[src/rtl/fifo_sync_param.sv]
`default_nettype none
// ============================================================================
// Module      : fifo_sync_param
// Description : Single-clock FIFO with parametrised width and depth for the
//               audio sample path. Provides a fill-level count, programmable
//               almost-full / almost-empty marks and sticky overflow /
//               underflow flags with a synchronous clear.
// Optional    : FIFO_FWFT_EN - when defined, data_out shows the head word
//               combinationally (first-word-fall-through) and rd pops it.
//               When undefined, data_out is registered and updates on the
//               edge that accepts a read (1-cycle rd->data_out latency).
// Ports       : clk            rising-edge system clock
//               rst_n          asynchronous active-low reset
//               wr / data_in   write request and write data
//               rd / data_out  read request and read data
//               clr_err        synchronous clear of the sticky error flags
//               count          words stored, 0..DEPTH (AW+1 bits)
//               fifo_full / fifo_empty / almost_full / almost_empty
//               fifo_overflow / fifo_underflow  sticky error flags
// Revision    : 1.0 - initial release
// ============================================================================
module fifo_sync_param #(
    parameter int DATA_W    = 16,
    parameter int DEPTH     = 32,
    parameter int AF_MARGIN = 4,
    parameter int AE_MARGIN = 4
) (
    input  logic                       clk,
    input  logic                       rst_n,
    input  logic                       wr,
    input  logic [DATA_W-1:0]          data_in,
    input  logic                       rd,
    output logic [DATA_W-1:0]          data_out,
    input  logic                       clr_err,
    output logic [$clog2(DEPTH):0]     count,
    output logic                       fifo_full,
    output logic                       fifo_empty,
    output logic                       almost_full,
    output logic                       almost_empty,
    output logic                       fifo_overflow,
    output logic                       fifo_underflow
);

    localparam int          AW       = $clog2(DEPTH);
    localparam logic [AW:0] PTR_ONE  = (AW+1)'(1);
    localparam logic [AW:0] AF_LEVEL = (AW+1)'(DEPTH - AF_MARGIN);
    localparam logic [AW:0] AE_LEVEL = (AW+1)'(AE_MARGIN);

    // Storage array; intentionally not reset.
    logic [DATA_W-1:0] mem [DEPTH];

    logic [AW:0] wptr_q, wptr_d;
    logic [AW:0] rptr_q, rptr_d;
    logic [AW:0] count_q, count_d;
    logic        ovf_q, ovf_d;
    logic        udf_q, udf_d;

    logic        full;
    logic        empty;
    logic        we;
    logic        re;

    // Pointers carry one extra wrap bit: equal indices with differing wrap
    // bits means the FIFO holds exactly DEPTH words.
    assign full  = (wptr_q[AW] != rptr_q[AW]) && (wptr_q[AW-1:0] == rptr_q[AW-1:0]);
    assign empty = (wptr_q == rptr_q);

    // A write while full is still accepted when a read frees a slot in the
    // same cycle; a read while empty is never accepted.
    assign we = wr && (!full || rd);
    assign re = rd && !empty;

    always_comb begin
        wptr_d  = wptr_q;
        rptr_d  = rptr_q;
        count_d = count_q;
        ovf_d   = ovf_q && !clr_err;
        udf_d   = udf_q && !clr_err;

        if (we) wptr_d = wptr_q + PTR_ONE;
        if (re) rptr_d = rptr_q + PTR_ONE;

        case ({we, re})
            2'b10:   count_d = count_q + PTR_ONE;
            2'b01:   count_d = count_q - PTR_ONE;
            default: count_d = count_q;
        endcase

        // A fresh error takes priority over a concurrent clear.
        if (wr && full && !rd) ovf_d = 1'b1;
        if (rd && empty)       udf_d = 1'b1;
    end

    always_ff @(posedge clk or negedge rst_n) begin
        if (!rst_n) begin
            wptr_q  <= '0;
            rptr_q  <= '0;
            count_q <= '0;
            ovf_q   <= 1'b0;
            udf_q   <= 1'b0;
        end else begin
            wptr_q  <= wptr_d;
            rptr_q  <= rptr_d;
            count_q <= count_d;
            ovf_q   <= ovf_d;
            udf_q   <= udf_d;
        end
    end

    // Memory write port. When full with a simultaneous read, the write lands
    // in the slot being read; the read still returns the old word because
    // both sample the array before the edge.
    always_ff @(posedge clk) begin
        if (we) mem[wptr_q[AW-1:0]] <= data_in;
    end

`ifdef FIFO_FWFT_EN
    // Head word is visible whenever the FIFO holds data; zero while empty.
    assign data_out = empty ? '0 : mem[rptr_q[AW-1:0]];
`else
    logic [DATA_W-1:0] data_out_q, data_out_d;

    // Registered read: update only on an accepted read, otherwise hold.
    always_comb begin
        data_out_d = data_out_q;
        if (re) data_out_d = mem[rptr_q[AW-1:0]];
    end

    always_ff @(posedge clk or negedge rst_n) begin
        if (!rst_n) data_out_q <= '0;
        else        data_out_q <= data_out_d;
    end

    assign data_out = data_out_q;
`endif

    assign count          = count_q;
    assign fifo_full      = full;
    assign fifo_empty     = empty;
    assign almost_full    = (count_q >= AF_LEVEL);
    assign almost_empty   = (count_q <= AE_LEVEL);
    assign fifo_overflow  = ovf_q;
    assign fifo_underflow = udf_q;

endmodule
`default_nettype wire
[config.mk]
export PLATFORM = sky130hd
export DESIGN_NAME = fifo_sync_param
export DESIGN_NICKNAME = d
export VERILOG_FILES = /design/src/rtl/fifo_sync_param.sv
export SDC_FILE = /design/constraint.sdc
export NUM_CORES = 1
export LEC_CHECK = 0
export BUFFER_PORTS_ARGS = -buffer_cell sky130_fd_sc_hd__buf_4
export CAP_MARGIN = 20
export CORE_ASPECT_RATIO = 0.8
export CORE_MARGIN = 3
export CORE_UTILIZATION = 56
export DETAILED_ROUTE_END_ITERATION = 8
export PLACE_DENSITY = 0.75
export SETUP_SLACK_MARGIN = 0.1
export SLEW_MARGIN = 20
export SYNTH_ARGS = -nofsm -noshare
export SYNTH_HDL_FRONTEND = slang
export SYNTH_SLANG_ARGS = --single-unit
[constraint.sdc]
create_clock -name clk -period 2.87 [get_ports clk]
set_input_delay 0.574 -clock clk [delete_from_list [all_inputs] [get_ports clk]]
set_output_delay 0.574 -clock clk [all_outputs]
set_load 0.05 [all_outputs]
==> results.txt, run 1 <==
* Outcome: complete, no violations
- For this run the aggregate overflow at the end of global routing stands at 0.
- Clock insertion delay at the later pin of the skew report: 560 ps
- The detailed router finished its first iteration with 1111 violations.
- The layout has ~2.4k filler cells.
- After detailed routing, the number of remaining DRC violations is 0.
* FF-to-FF End: count[5]$_DFFE_PN0P_
- STA classifies the critical path endpoint as a flop.
- In the global route stage, met1 resource usage came out at between 30% and 40%.
* Max_slew headroom: 48.0%
- # clock sinks: 548
- TritonCTS built the clock tree.
- Drt pass-1 iters: 7
- After layout, the worst setup slack is 164 ps.
- Cells with a size suffix above 1 make up 22.6% of the layout.
- Multiplexer share of the synthesized area: between 10% and 20%
* Register-to-register setup slack: 160 ps
* Number of rows created at floorplan: 63
- The number of different library cells used by synthesis comes to 53.
* Placed wire-length estimate after detailed placement: around 27000 µm
- Clock-pin slew was measured on the worst setup and hold paths at roughly 60 ps.
- Simple-gate share of the synthesized area: 2.28%
* Pre-CTS setup slack: slightly below 70 ps
* Final ANT Viol Nets: 0
- The most used flip-flop cell after synthesis is sky130_fd_sc_hd__edfxtp_1.
- Upper clock frequency limit: roughly 370 MHz
* Count of state elements after synthesis: 548
* Cell types with the highest counts after synthesis: 512 x sky130_fd_sc_hd__edfxtp_1, 149 x sky130_fd_sc_hd__mux2i_1, 61 x sky130_fd_sc_hd__mux4_2, 57 x sky130_fd_sc_hd__a22oi_1, 42 x sky130_fd_sc_hd__nor2_1
- For this run, asynchronously set or reset flops after synthesis account for 6.57%.
- Cells fill about two thirds of the core in the end.
* Wire length after detailed routing: 45700 µm
- Slew @ Worst Pin: 780 ps
- Xor/xnor share of the synthesized area: 0.890%
- Max-cap violation count: 0
- Area growth, synth to finish: 12.8%
- Measured along the y axis, the die boundary spans roughly 180 µm.
* Placer congestion estimate: 0.829
- In this run the worst path has a maximum fanout of 8.
* RSZ-0062 raised after global routing: yes
* Data required time at the worst endpoint: 3360 ps
* Critical register-to-register path startpoint: rptr_q[4]$_DFFE_PN0P_
- Number of antenna violations at the first check in global routing: 0
* Pwr dens: 987 nW/µm²
- VDD IR max: just under 0.8 mV
- Yosys warning count: 0
- Arrival time at the worst endpoint: 3190 ps
* Minimum clock period: 2710 ps
* Static leakage: 0.00837 µW
- Hold Path Depth: 2
- Cell count of the worst reg-to-reg path: 11
- Area of the die: 41100 µm²
- Setup violations remaining at the end of the flow were counted as 0.
- For this run, global-route usage on met3 was measured as 3.93%.
- Number of global-route vias before repair: 11.3k
- The floorplan step defined a core boundary enclosing ~38000 µm².
* Crit start category: flop
- Global-route wire length before repair: about 70000 µm
- Synth Area in Adders: 0.670%
- The tree is rooted in a sky130_fd_sc_hd__clkbuf_16.
- Final critical-path share of the clock period: 94.3%
- Dominant combinational cell family by area after synthesis: multiplexers
- Number of top-level pins: approximately 50
- Summing the sequential cell areas from Yosys gives 75.2% of the chip area.
- Of the post-synthesis cell area, the dominant cell type holds just over 70%.
- Startpoint of the tightest hold check path: wr
- Clock Skews: 9.47 ps
- Total clock buffers created by CTS: 50
- The most common cell in the synthesized netlist is sky130_fd_sc_hd__edfxtp_1.
- 0 antenna diodes ended up in the layout.
- Type of the most critical hold path: in -> reg
* Initial core utilization: 57.6%
* Horizontal die dimension: ~230 µm
* GR peak layer: met1
* Clock tree buffer depth: 3
- Dominant cell type by area after synthesis: sky130_fd_sc_hd__edfxtp_1
- Post-layout nets: about 1.3k
- Power after layout: 24100 µW
* Compound-gate portion of the synthesized area: 5.41%
- Endpoint, Worst Hold: fifo_overflow$_DFF_PN0_
- Global routing used 22.6% of the available tracks.
* Setup total negative slack: 0 ps
- Dividing the detail-routed via count by the number of cells gives 6.33.
* Pin count of the biggest net entering global routing: 86
- Averaged over all synthesized cells, the footprint is around 19 µm².
- The cell count after synthesis came out at approximately 1.1k.
* Category of the critical setup timing path: reg -> reg
* Number of nets in the synthesized netlist: 1166
* Vias: between 10k and 15k
- In the final routed layout, each cell accounts on average for roughly 26 µm.
- Number of enable-type register cells in the synthesized netlist: just over 500
* Final Max Slew Viols: 0
- Summing every instance area after synthesis gives about 22000 µm².
- Number of endpoints with negative hold slack in the final report: 0
- Met2 track demand over resource in global routing: 34.5%
- Count of buffers inserted at the top-level ports: 48
- Cells taking the most area after synthesis: sky130_fd_sc_hd__edfxtp_1 71%, sky130_fd_sc_hd__mux2i_1 6.9%, sky130_fd_sc_hd__mux4_2 6.3%
* H-tree depth: 2
-- power by group --
group,internal (µW),leakage (µW),switching [µW]
sequential,9480,0.00505,369
clock,3670,0.000778,2770
combinational,3100,0.00255,4720
-- layout make-up --
class                   instances  area (µm²)  share of cell area, %
repair buffers                113         928                   3.80
well taps                     487         609                   2.49
flip-flops and latches        548       16300                   66.6
clock inverters                21         148                  0.604
inverters                       7        26.3                  0.108
multi-input cells             514        4990                   20.4
clock buffers                  71        1440                   5.91
-- kinds of logic (layout without fill, tap and decap cells) --
family | after synthesis | count (layout)
flops | 548 | 548
xor+xnor | 22 | 22
mux | 212 | 212
fa+ha+maj | 11 | 11
buf+inv | 72 | 212
compound gates | 167 | 167
simple gates | 102 | 102
-- state kept, by name, summed over array words and instances, names as in the netlist --
| signal | count |
|---|---|
| fifo_overflow | 1 |
| count | 6 |
| rptr_q | 6 |
| wptr_q | 6 |
| fifo_underflow | 1 |
| data_out | 16 |
| mem | 512 |
-- how the worst max path moves through the flow --
stage                          start                       end  slack (ps)  depth (start not counted)
4_1_cts        rptr_q[5]$_DFFE_PN0P_      mem[26][4]$_DFFE_PP_         100                          6
3_5_place_dp   rptr_q[1]$_DFFE_PN0P_  data_out[13]$_DFFE_PN0P_          70                          7
2_1_floorplan  rptr_q[0]$_DFFE_PN0P_      count[5]$_DFFE_PN0P_         100                         14
3_3_place_gp   rptr_q[1]$_DFFE_PN0P_  data_out[12]$_DFFE_PN0P_         160                          7
6_report       rptr_q[4]$_DFFE_PN0P_      count[5]$_DFFE_PN0P_         160                         11
5_1_grt        rptr_q[0]$_DFFE_PN0P_      count[5]$_DFFE_PN0P_          30                         12
-- layout by cell type (no fill, tap or decap), types with 13 or more instances in the layout --
cell / instances
sky130_fd_sc_hd__buf_4: 103
sky130_fd_sc_hd__edfxtp_1: 512
sky130_fd_sc_hd__clkbuf_1: 13
sky130_fd_sc_hd__a22o_1: 19
sky130_fd_sc_hd__nand2_1: 14
sky130_fd_sc_hd__a22oi_1: 57
sky130_fd_sc_hd__nor2_1: 25
sky130_fd_sc_hd__a21oi_1: 40
sky130_fd_sc_hd__nor2_2: 18
sky130_fd_sc_hd__clkbuf_16: 53
sky130_fd_sc_hd__mux2i_1: 149
sky130_fd_sc_hd__dfrtp_1: 32
sky130_fd_sc_hd__mux4_2: 61
-- metal layers --
| layer | share of wire, % | up-vias |
|---|---|---|
| met4 | 1.5 | 0 |
| met3 | 8.7 | 63 |
| li1 | - | 4791 |
| met1 | 43 | 5758 |
| met2 | 47 | 541 |
| met5 | 0 | - |
-- critical path, cell delays in order, from the launching register on --
cell	delay [ps]
sky130_fd_sc_hd__dfrtp_1	400
sky130_fd_sc_hd__xnor2_1	160
sky130_fd_sc_hd__nand2_1	160
sky130_fd_sc_hd__o41a_1	540
sky130_fd_sc_hd__inv_2	130
sky130_fd_sc_hd__ha_4	200
sky130_fd_sc_hd__ha_1	140
sky130_fd_sc_hd__a21o_1	120
sky130_fd_sc_hd__a21oi_2	70
sky130_fd_sc_hd__or4_1	470
sky130_fd_sc_hd__nand3_1	100
sky130_fd_sc_hd__xor2_1	140
-- stage by stage --
stage / hold WS (ps) / instances / area [µm²]
2_1_floorplan: 278 / 1134 / 21700
3_3_place_gp: 499 / 1668 / 22800
3_5_place_dp: 497 / 1668 / 22800
4_1_cts: 249 / 1761 / 24400
5_1_grt: 247 / 1761 / 24400
6_report: 271 / 1761 / 24400
-- repair_timing --
| action | in CTS | in global routing |
|---|---|---|
| hold endpoints to repair | 11 | 0 |
| gates resized for setup | 2 | 24 |
| endpoints found under the setup margin | 11 | 136 |
| pin swaps | 0 | 1 |
| buffers inserted | 0 | 0 |
| gates cloned | 0 | 0 |
| hold buffers | 1 | 0 |
No activity file was read; power rests on OpenSTA's default activity.
==> inputs of run 2 (changes only) <==
--- a/config.mk
+++ b/config.mk
@@ -11,6 +11,7 @@
 export CORE_MARGIN = 3
 export CORE_UTILIZATION = 56
 export DETAILED_ROUTE_END_ITERATION = 8
+export GPL_TIMING_DRIVEN = 0
 export PLACE_DENSITY = 0.75
 export SETUP_SLACK_MARGIN = 0.1
 export SLEW_MARGIN = 20
==> constraint.sdc (replaced) <==
create_clock -name clk -period 2.87 [get_ports clk]
set_input_delay 0.1435 -clock clk [delete_from_list [all_inputs] [get_ports clk]]
set_output_delay 0.1435 -clock clk [all_outputs]
set_load 0.05 [all_outputs]
==> results.txt, run 2 (synthesized netlist as in run 1, its figures left out) <==
- Cells along the critical path: buf_12, xnor2_4, nand3_4, o31ai_4, buf_6, buf_12, inv_6, ha_4, ha_4, a21o_1, a21oi_2, or4_4, nand3_2, xor2_1
* Final critical-path share of the clock period: 102% (+7.8 points)
* Outcome: finished with violations
- The top fanout value on the critical path is 7 (-1).
- The via count of the first global-routing pass was 11.3k (-0.38%).
* Clock transition at the registers of the reported paths: 60 ps (about the same)
- The critical path in this run is classified as reg -> reg.
- Crit path buffers/inverters: 4 (+3)
* Crit start category: flop
* Final Max Slew Viols: 0 (unchanged)
* Wire length after detailed routing: 49400 µm (+8.2%)
* Number of endpoints with negative hold slack in the final report: 0 (unchanged)
- The relative slew slack was 44.1% (-3.9 points).
* Minimum clock period: 2930 ps (+223 ps)
- The slowest stage of the critical path belongs to the cell sky130_fd_sc_hd__or4_4.
- H-tree depth: 2 (unchanged)
* Iteration-0 DRC count of the detailed router: 1485 (+34%)
- The worst-case vdd ir drop came to 0.771 mV (-1.5%).
* Horizontal die dimension: 226 µm (unchanged)
- The largest buffer count on any clock path was 3 (unchanged).
* Ratio of cells with drive above 1 in the final layout: 25.4% (+2.8 points)
- Top cell family by delay on the critical path: simple AND/OR/NAND/NOR gates
* Clock Skews: 11.6 ps (+2.08 ps)
* Post-detailed-route via-to-cell ratio: 6.27 (-0.99%)
- GR peak layer: met2
- The clock latency of the later-clocked register in the worst-skew pair came to 570 ps (about the same).
- Area of the die: 41100 µm² (unchanged)
* Upper clock frequency limit: 342 MHz (-7.6%)
- The critical path data required time was 3370 ps (about the same).
- Remaining global-route overflow: 0 (unchanged)
- Max-cap violation count: 0 (unchanged)
- Leading cell type in the layout, fill and taps excluded: sky130_fd_sc_hd__edfxtp_1
- The data arrival at the endpoint of the critical path was 3430 ps (+240 ps).
- Pwr dens: 1000 nW/µm² (+1.5%)
- Flip-flop count of the largest register after layout: 512 (unchanged)
- The area growth from synthesis to layout is 16.3%.
- Number of inserted diodes: 0 (unchanged)
- Buffer type at the clock tree root: sky130_fd_sc_hd__clkbuf_16
- Slew @ Worst Pin: 838 ps (+58.1 ps)
- Global-route usage over all layers: 24.5% (+1.8 points)
- Total clock buffers created by CTS: 51 (+2.0%)
- Setup total negative slack: -59.0 ps (-59.0 ps)
- Number of top-level pins: 49 (unchanged)
- # clock sinks: 548 (unchanged)
* Post-layout nets: 1323 (+4.5%)
- The maximum number of pins on one net before global-route repair was 37 (-57%).
- The area of the placeable core came to 37600 µm² (unchanged).
- Min setup slack post-route: -58.2 ps (-223 ps)
- The non-filler instance count after layout came to 1816 (+3.1%).
* Type of the most critical hold path: in -> reg
- The leakage power came to 0.00867 µW (+3.5%).
- Category of the worst setup path capture point: flop
* Power after layout: 25200 µW (+4.7%)
- The initial cell density of the core came to 57.6% (unchanged).
- The number of buffers added on ports was 48 (unchanged).
- Drt pass-1 iters: 5 (-2)
* Global-route wire length before repair: 73500 µm (+5.1%)
* Number of rows created at floorplan: 63 (unchanged)
- The height of the die is 182 µm (unchanged).
- The number of antenna violations at the first check in global routing was 0 (unchanged).
- The biggest cell delay along the critical path was 480 ps (-60 ps).
- The post-placement setup slack is -401 ps (-470 ps).
- Final-report setup violation count: 2 (+2)
* Placed cell count: 1699 (+1.9%)
* RSZ-0062 raised after global routing: yes
- In the layout the commonest cells are 512 x sky130_fd_sc_hd__edfxtp_1, 149 x sky130_fd_sc_hd__mux2i_1, 71 x sky130_fd_sc_hd__buf_4, 61 x sky130_fd_sc_hd__mux4_2, 57 x sky130_fd_sc_hd__a22oi_1.
- Met2 track demand over resource in global routing: 37.1% (+2.7 points)
* Placed wire-length estimate after detailed placement: 31800 µm (+16%)
* DRC violations left: 0 (unchanged)
- The met1 capacity usage during global routing is 36.5% (+1.8 points).
- Placer congestion estimate: 0.848 (+2.3%)
- CTS tree: built
* DR WL/cell: 27.2 µm (+4.9%)
- The residual antenna-violating net count after detailed routing is 0 (unchanged).
- The checks that failed: setup timing.
- The met3 track utilization from global routing was 4.99% (+1.1 points).
- The number of vias in the routed layout was 11.4k (+2.1%).
* Filler cell count: 2328 (-4.4%)
run 2: changes by cell type in the layout (fill, tap and decap cells not counted), sizes merged:
cell         change
buf             +31
clkbuf          +15
dlygate4sd3     +12
clkinv           -5
bufinv           +2
run 2: repair_timing:
action                                  in CTS  in global routing
buffers inserted                             7                  6
hold buffers                                13                  0
pin swaps                                   10                  8
resized for setup                           24                 13
endpoints found under the setup margin       5                 13
endpoints found under the hold margin      196                  0
run 2: area by class of cell:
cell class                 instances  area, µm²  share of cell area [%]
clock inverter                    18        191                   0.760
multi-input combinational        514       5110                    20.3
timing repair buffer             104       1010                    4.02
buffer                            65        508                    2.02
sequential                       548      16300                    64.6
inverter                           7       33.8                   0.134
tap                              487        609                    2.42
clock buffer                      73       1440                    5.72
run 2: metal layers:
metal / share of wire, % / vias to the layer above
li1: - / 4901
met1: 41 / 5795
met2: 46 / 604
met3: 10 / 88
met4: 2.8 / 0
met5: 0 / -
run 2: per-stage QoR:
| stage | hold slack [ps] | cell area (µm²) | util [%] |
|---|---|---|---|
| 2_1_floorplan | -152 | 21700 | - |
| 3_3_place_gp | 157 | 22700 | 60.3 |
| 3_5_place_dp | 162 | 23200 | 61.6 |
| 4_1_cts | 1.24 | 25100 | 66.7 |
| 5_1_grt | 8.28 | 25200 | 67.0 |
| 6_report | 8.71 | 25200 | 67.0 |
run 2: path summary, 6_finish.rpt:
check,start,end,slack (ps),depth (start not counted)
worst max-delay path,rptr_q[0]$_DFFE_PN0P_,count[5]$_DFFE_PN0P_,-60,14
worst min-delay path,data_in[8],mem[6][8]$_DFFE_PP_,9,1
worst max register to register,rptr_q[0]$_DFFE_PN0P_,count[5]$_DFFE_PN0P_,-60,14
worst min register to register,data_out[14]$_DFFE_PN0P_,data_out[14]$_DFFE_PN0P_,510,1
max in group asynchronous,rst_n,wptr_q[0]$_DFFE_PN0P_,2360,2
min in group asynchronous,rst_n,data_out[0]$_DFFE_PN0P_,90,2
run 2: power by group:
group / internal [µW] / total, µW / switching (µW)
registers: 9470 / 9860 / 392
clock network: 3840 / 6620 / 2780
logic: 3490 / 8750 / 5250
total: 16800 / 25200 / 8430
==> inputs of run 3 (changes only) <==
--- a/config.mk
+++ b/config.mk
@@ -5,11 +5,12 @@
 export SDC_FILE = /design/constraint.sdc
 export NUM_CORES = 1
 export LEC_CHECK = 0
-export BUFFER_PORTS_ARGS = -buffer_cell sky130_fd_sc_hd__buf_4
+export BUFFER_PORTS_ARGS = -buffer_cell sky130_fd_sc_hd__buf_2
 export CAP_MARGIN = 20
 export CORE_ASPECT_RATIO = 0.8
 export CORE_MARGIN = 3
 export CORE_UTILIZATION = 56
+export CTS_CLUSTER_DIAMETER = 80
 export DETAILED_ROUTE_END_ITERATION = 8
 export GPL_TIMING_DRIVEN = 0
 export PLACE_DENSITY = 0.75
==> results.txt, run 3 (synthesized netlist as in run 1, its figures left out) <==
- The half-perimeter wire length after detailed placement was 32000 µm (+0.58%).
* Flip-flop count of the largest register after layout: 512 (unchanged)
- Max_slew headroom: 34.1% (-10 points)
- Final core utilization: 66.5% (-0.46 points)
* Post-layout nets: 1314 (-0.68%)
- Commonest cells after routing, fill and taps aside: 512 x sky130_fd_sc_hd__edfxtp_1, 149 x sky130_fd_sc_hd__mux2i_1, 67 x sky130_fd_sc_hd__buf_2, 61 x sky130_fd_sc_hd__mux4_2, 57 x sky130_fd_sc_hd__a22oi_1
* Number of antenna violations at the first check in global routing: 0 (unchanged)
- The count of unresolved DRC violations after routing came to 0 (unchanged).
- The clock skew after layout came to 15.6 ps (+4.03 ps).
- The detail-routed via count per cell was 6.40 (+2.1%).
- Setup repair after global routing could not meet its margin everywhere.
- The global placement routability congestion is 0.864 (+1.9%).
- The total area of multi-input combinational cells is 5110 µm² (unchanged).
- Die Y-Extent: 182 µm (unchanged)
- The final max-slew violation count came to 0 (unchanged).
- The clock latency of the later-clocked register in the worst-skew pair came to 570 ps (about the same).
- The via count of the first global-routing pass came to 11.7k (+3.4%).
* Clock power share: 26.5% (+0.2 points)
- Relative to the synthesized area, the layout overhead comes to 15.5%.
- The worst hold margin is 90.5 ps (+81.8 ps).
* Number of endpoints with negative hold slack in the final report: 0 (unchanged)
- The CTS buffer count came to 50 (-2.0%).
* VDD IR max: 0.861 mV (+12%)
- The diode insertion count for antenna repair came to 0 (unchanged).
- The share of power burned in combinational logic was 34.4% (-0.3 points).
- Category of the worst setup path capture point: flop
- The share of final-layout standard cells stronger than drive strength 1 is 26.2% (+0.80 points).
- The horizontal die dimension is 226 µm (unchanged).
- Type of the most critical hold path: in -> reg
- The cell internal power dissipation is 16700 µW (-0.58%).
* Hold Path Depth: 1 (unchanged)
- The net load switching power was 8520 µW (+1.2%).
- Category of the critical setup timing path: reg -> reg
- The leakage power came to 0.00863 µW (-0.46%).
* Critical Path Fanout Max: 7 (unchanged)
* Number of top-level pins: 49 (unchanged)
- The average routed wire per standard cell came to 27.9 µm (+2.7%).
* Crit start category: flop
- Vias: 11.6k (+1.7%)
* Slew @ Worst Pin: 989 ps (+151 ps)
- Clock tree synthesis selected as its root buffer the cell sky130_fd_sc_hd__clkbuf_16.
- Top metal layer carrying routed signals: met4
* # clock sinks: 548 (unchanged)
* Outcome: finished with violations
* Final ANT Viol Nets: 0 (unchanged)
- The clock period minus final worst setup slack came to 2900 ps (-32.6 ps).
* Detailed-routed wire length on met3: 5020 µm (+1.3%)
- Upper clock frequency limit: 345 MHz (+1.1%)
* Violations in the final reports: setup timing
- The share of total power in sequential cells came to 39.1% (about the same).
- The wire length of the first global-routing pass was 75500 µm (+2.7%).
* Floorplan Core Area: 37600 µm² (unchanged)
* Leading cell type in the layout, fill and taps excluded: sky130_fd_sc_hd__edfxtp_1
- Final critical-path share of the clock period: 101% (-1.1 points)
- The total die area came to 41100 µm² (unchanged).
* Pwr dens: 1010 nW/µm² (+0.69%)
- Cell count of the worst reg-to-reg path: 15 (+1)
* Final-report setup violation count: 2 (unchanged)
- The iteration-0 DRC count of the detailed router was 1651 (+11%).
* Initial core utilization: 57.6% (unchanged)
- CTS tree: built
* Wire length after detailed routing: 50600 µm (+2.3%)
- Number of rows created at floorplan: 63 (unchanged)
* H-tree depth: 2 (unchanged)
- The number of buffers added on ports is 48 (unchanged).
- The number of fillers in the final layout was 2406 (+3.4%).
- Clock transition at the registers of the reported paths: 60 ps (about the same)
- The total routed wire length on the met1 layer was 20400 µm (+0.39%).
* Met2 wirelength from detailed routing: 24000 µm (+5.6%)
- The setup slack after layout was -25.6 ps (+32.6 ps).
- Pin count of the biggest net entering global routing: 37 (unchanged)
* Clock tree buffer depth: 3 (unchanged)
- The max-cap check violation count was 0 (unchanged).
* Remaining global-route overflow: 0 (unchanged)
- Drt pass-1 iters: 8 (+3)
- Global-route usage over all layers: 25.1% (+0.64 points)
- Arrival time at the worst endpoint: 3350 ps (-80 ps)
- Data required time at the worst endpoint: 3320 ps (-50 ps)
- The area of all sequential standard cells came to 16300 µm² (unchanged).
- Sw frac: 33.8% (+0.38 points)
run 3: cell count changes in the layout (fill, tap and decap cells not counted), sizes merged:
cell         before  now
dlygate4sd3      13    5
clkbuf           86   87
clkinv           12   13
run 3: area by class of cell:
cell class              count  area share [%]
plain buffers              65            2.06
clock buffers              74            5.81
repair buffers             96            3.25
inverters                   7           0.125
well taps                 487            2.44
flip-flops and latches    548            65.1
clock inverters            19           0.810
multi-input cells         514            20.4
run 3: metal layers:
metal	vias up	track usage [%]
met1	5953	36.7
met2	654	39.6
met5	-	0
li1	4891	-
met4	0	6.35
met3	89	4.87
run 3: worst max-delay path: stages (launching register included):
cell and delay [ps]:
sky130_fd_sc_hd__dfrtp_1 420, sky130_fd_sc_hd__buf_12 150, sky130_fd_sc_hd__xnor2_4 170, sky130_fd_sc_hd__nand3_4 110, sky130_fd_sc_hd__o31ai_4 310, sky130_fd_sc_hd__buf_6 150
sky130_fd_sc_hd__buf_12 110, sky130_fd_sc_hd__inv_4 30, sky130_fd_sc_hd__ha_4 180, sky130_fd_sc_hd__ha_4 260, sky130_fd_sc_hd__a21o_1 120, sky130_fd_sc_hd__a21oi_2 80
sky130_fd_sc_hd__buf_4 140, sky130_fd_sc_hd__o21ai_0 260, sky130_fd_sc_hd__nand3_2 130, sky130_fd_sc_hd__xor2_1 150
run 3: timing repair:
item | 4_1_cts | 5_1_grt
buffers inserted | 9 | 4
endpoints found under the setup margin | 4 | 30
gates resized for setup | 27 | 9
hold endpoints to repair | 40 | 0
hold buffers | 5 | 0
pin swaps | 7 | 7
run 3: worst paths after layout:
| path | slack, ps | start | end |
|---|---|---|---|
| setup / recovery | -30 | rptr_q[0]$_DFFE_PN0P_ | count[5]$_DFFE_PN0P_ |
| hold / removal | 90 | data_in[15] | mem[2][15]$_DFFE_PP_ |
| setup reg to reg | -30 | rptr_q[0]$_DFFE_PN0P_ | count[5]$_DFFE_PN0P_ |
| hold reg to reg | 510 | data_out[1]$_DFFE_PN0P_ | data_out[1]$_DFFE_PN0P_ |
| max in group asynchronous | 1910 | rst_n | wptr_q[0]$_DFFE_PN0P_ |
| min in group asynchronous | 260 | rst_n | data_out[13]$_DFFE_PN0P_ |
run 3: power by group through the flow:
| stage | Combinational [µW] | Clock, µW | Sequential [µW] |
|---|---|---|---|
| after floorplan | 5170 | 0 | 10400 |
| after global placement | 7870 | 0 | 9960 |
| after detailed placement | 8210 | 0 | 9970 |
| after CTS | 8550 | 6760 | 9840 |
| after global routing | 9150 | 7100 | 9920 |
| final | 8680 | 6690 | 9860 |
run 3: through the flow:
step | TNS (ps) | std cells | instance area (µm²) | setup slack [ps] | power [µW]
CTS | 0 | 1806 | 25000 | 39.4 | 25200
global placement | -160740 | 1669 | 22500 | -509 | 17800
detailed placement | -721 | 1699 | 23000 | -386 | 18200
floorplan | 0 | 1134 | 21700 | 100 | 15600
global route | -259 | 1810 | 25000 | -110 | 26200
finish | -27.5 | 1810 | 25000 | -25.6 | 25200
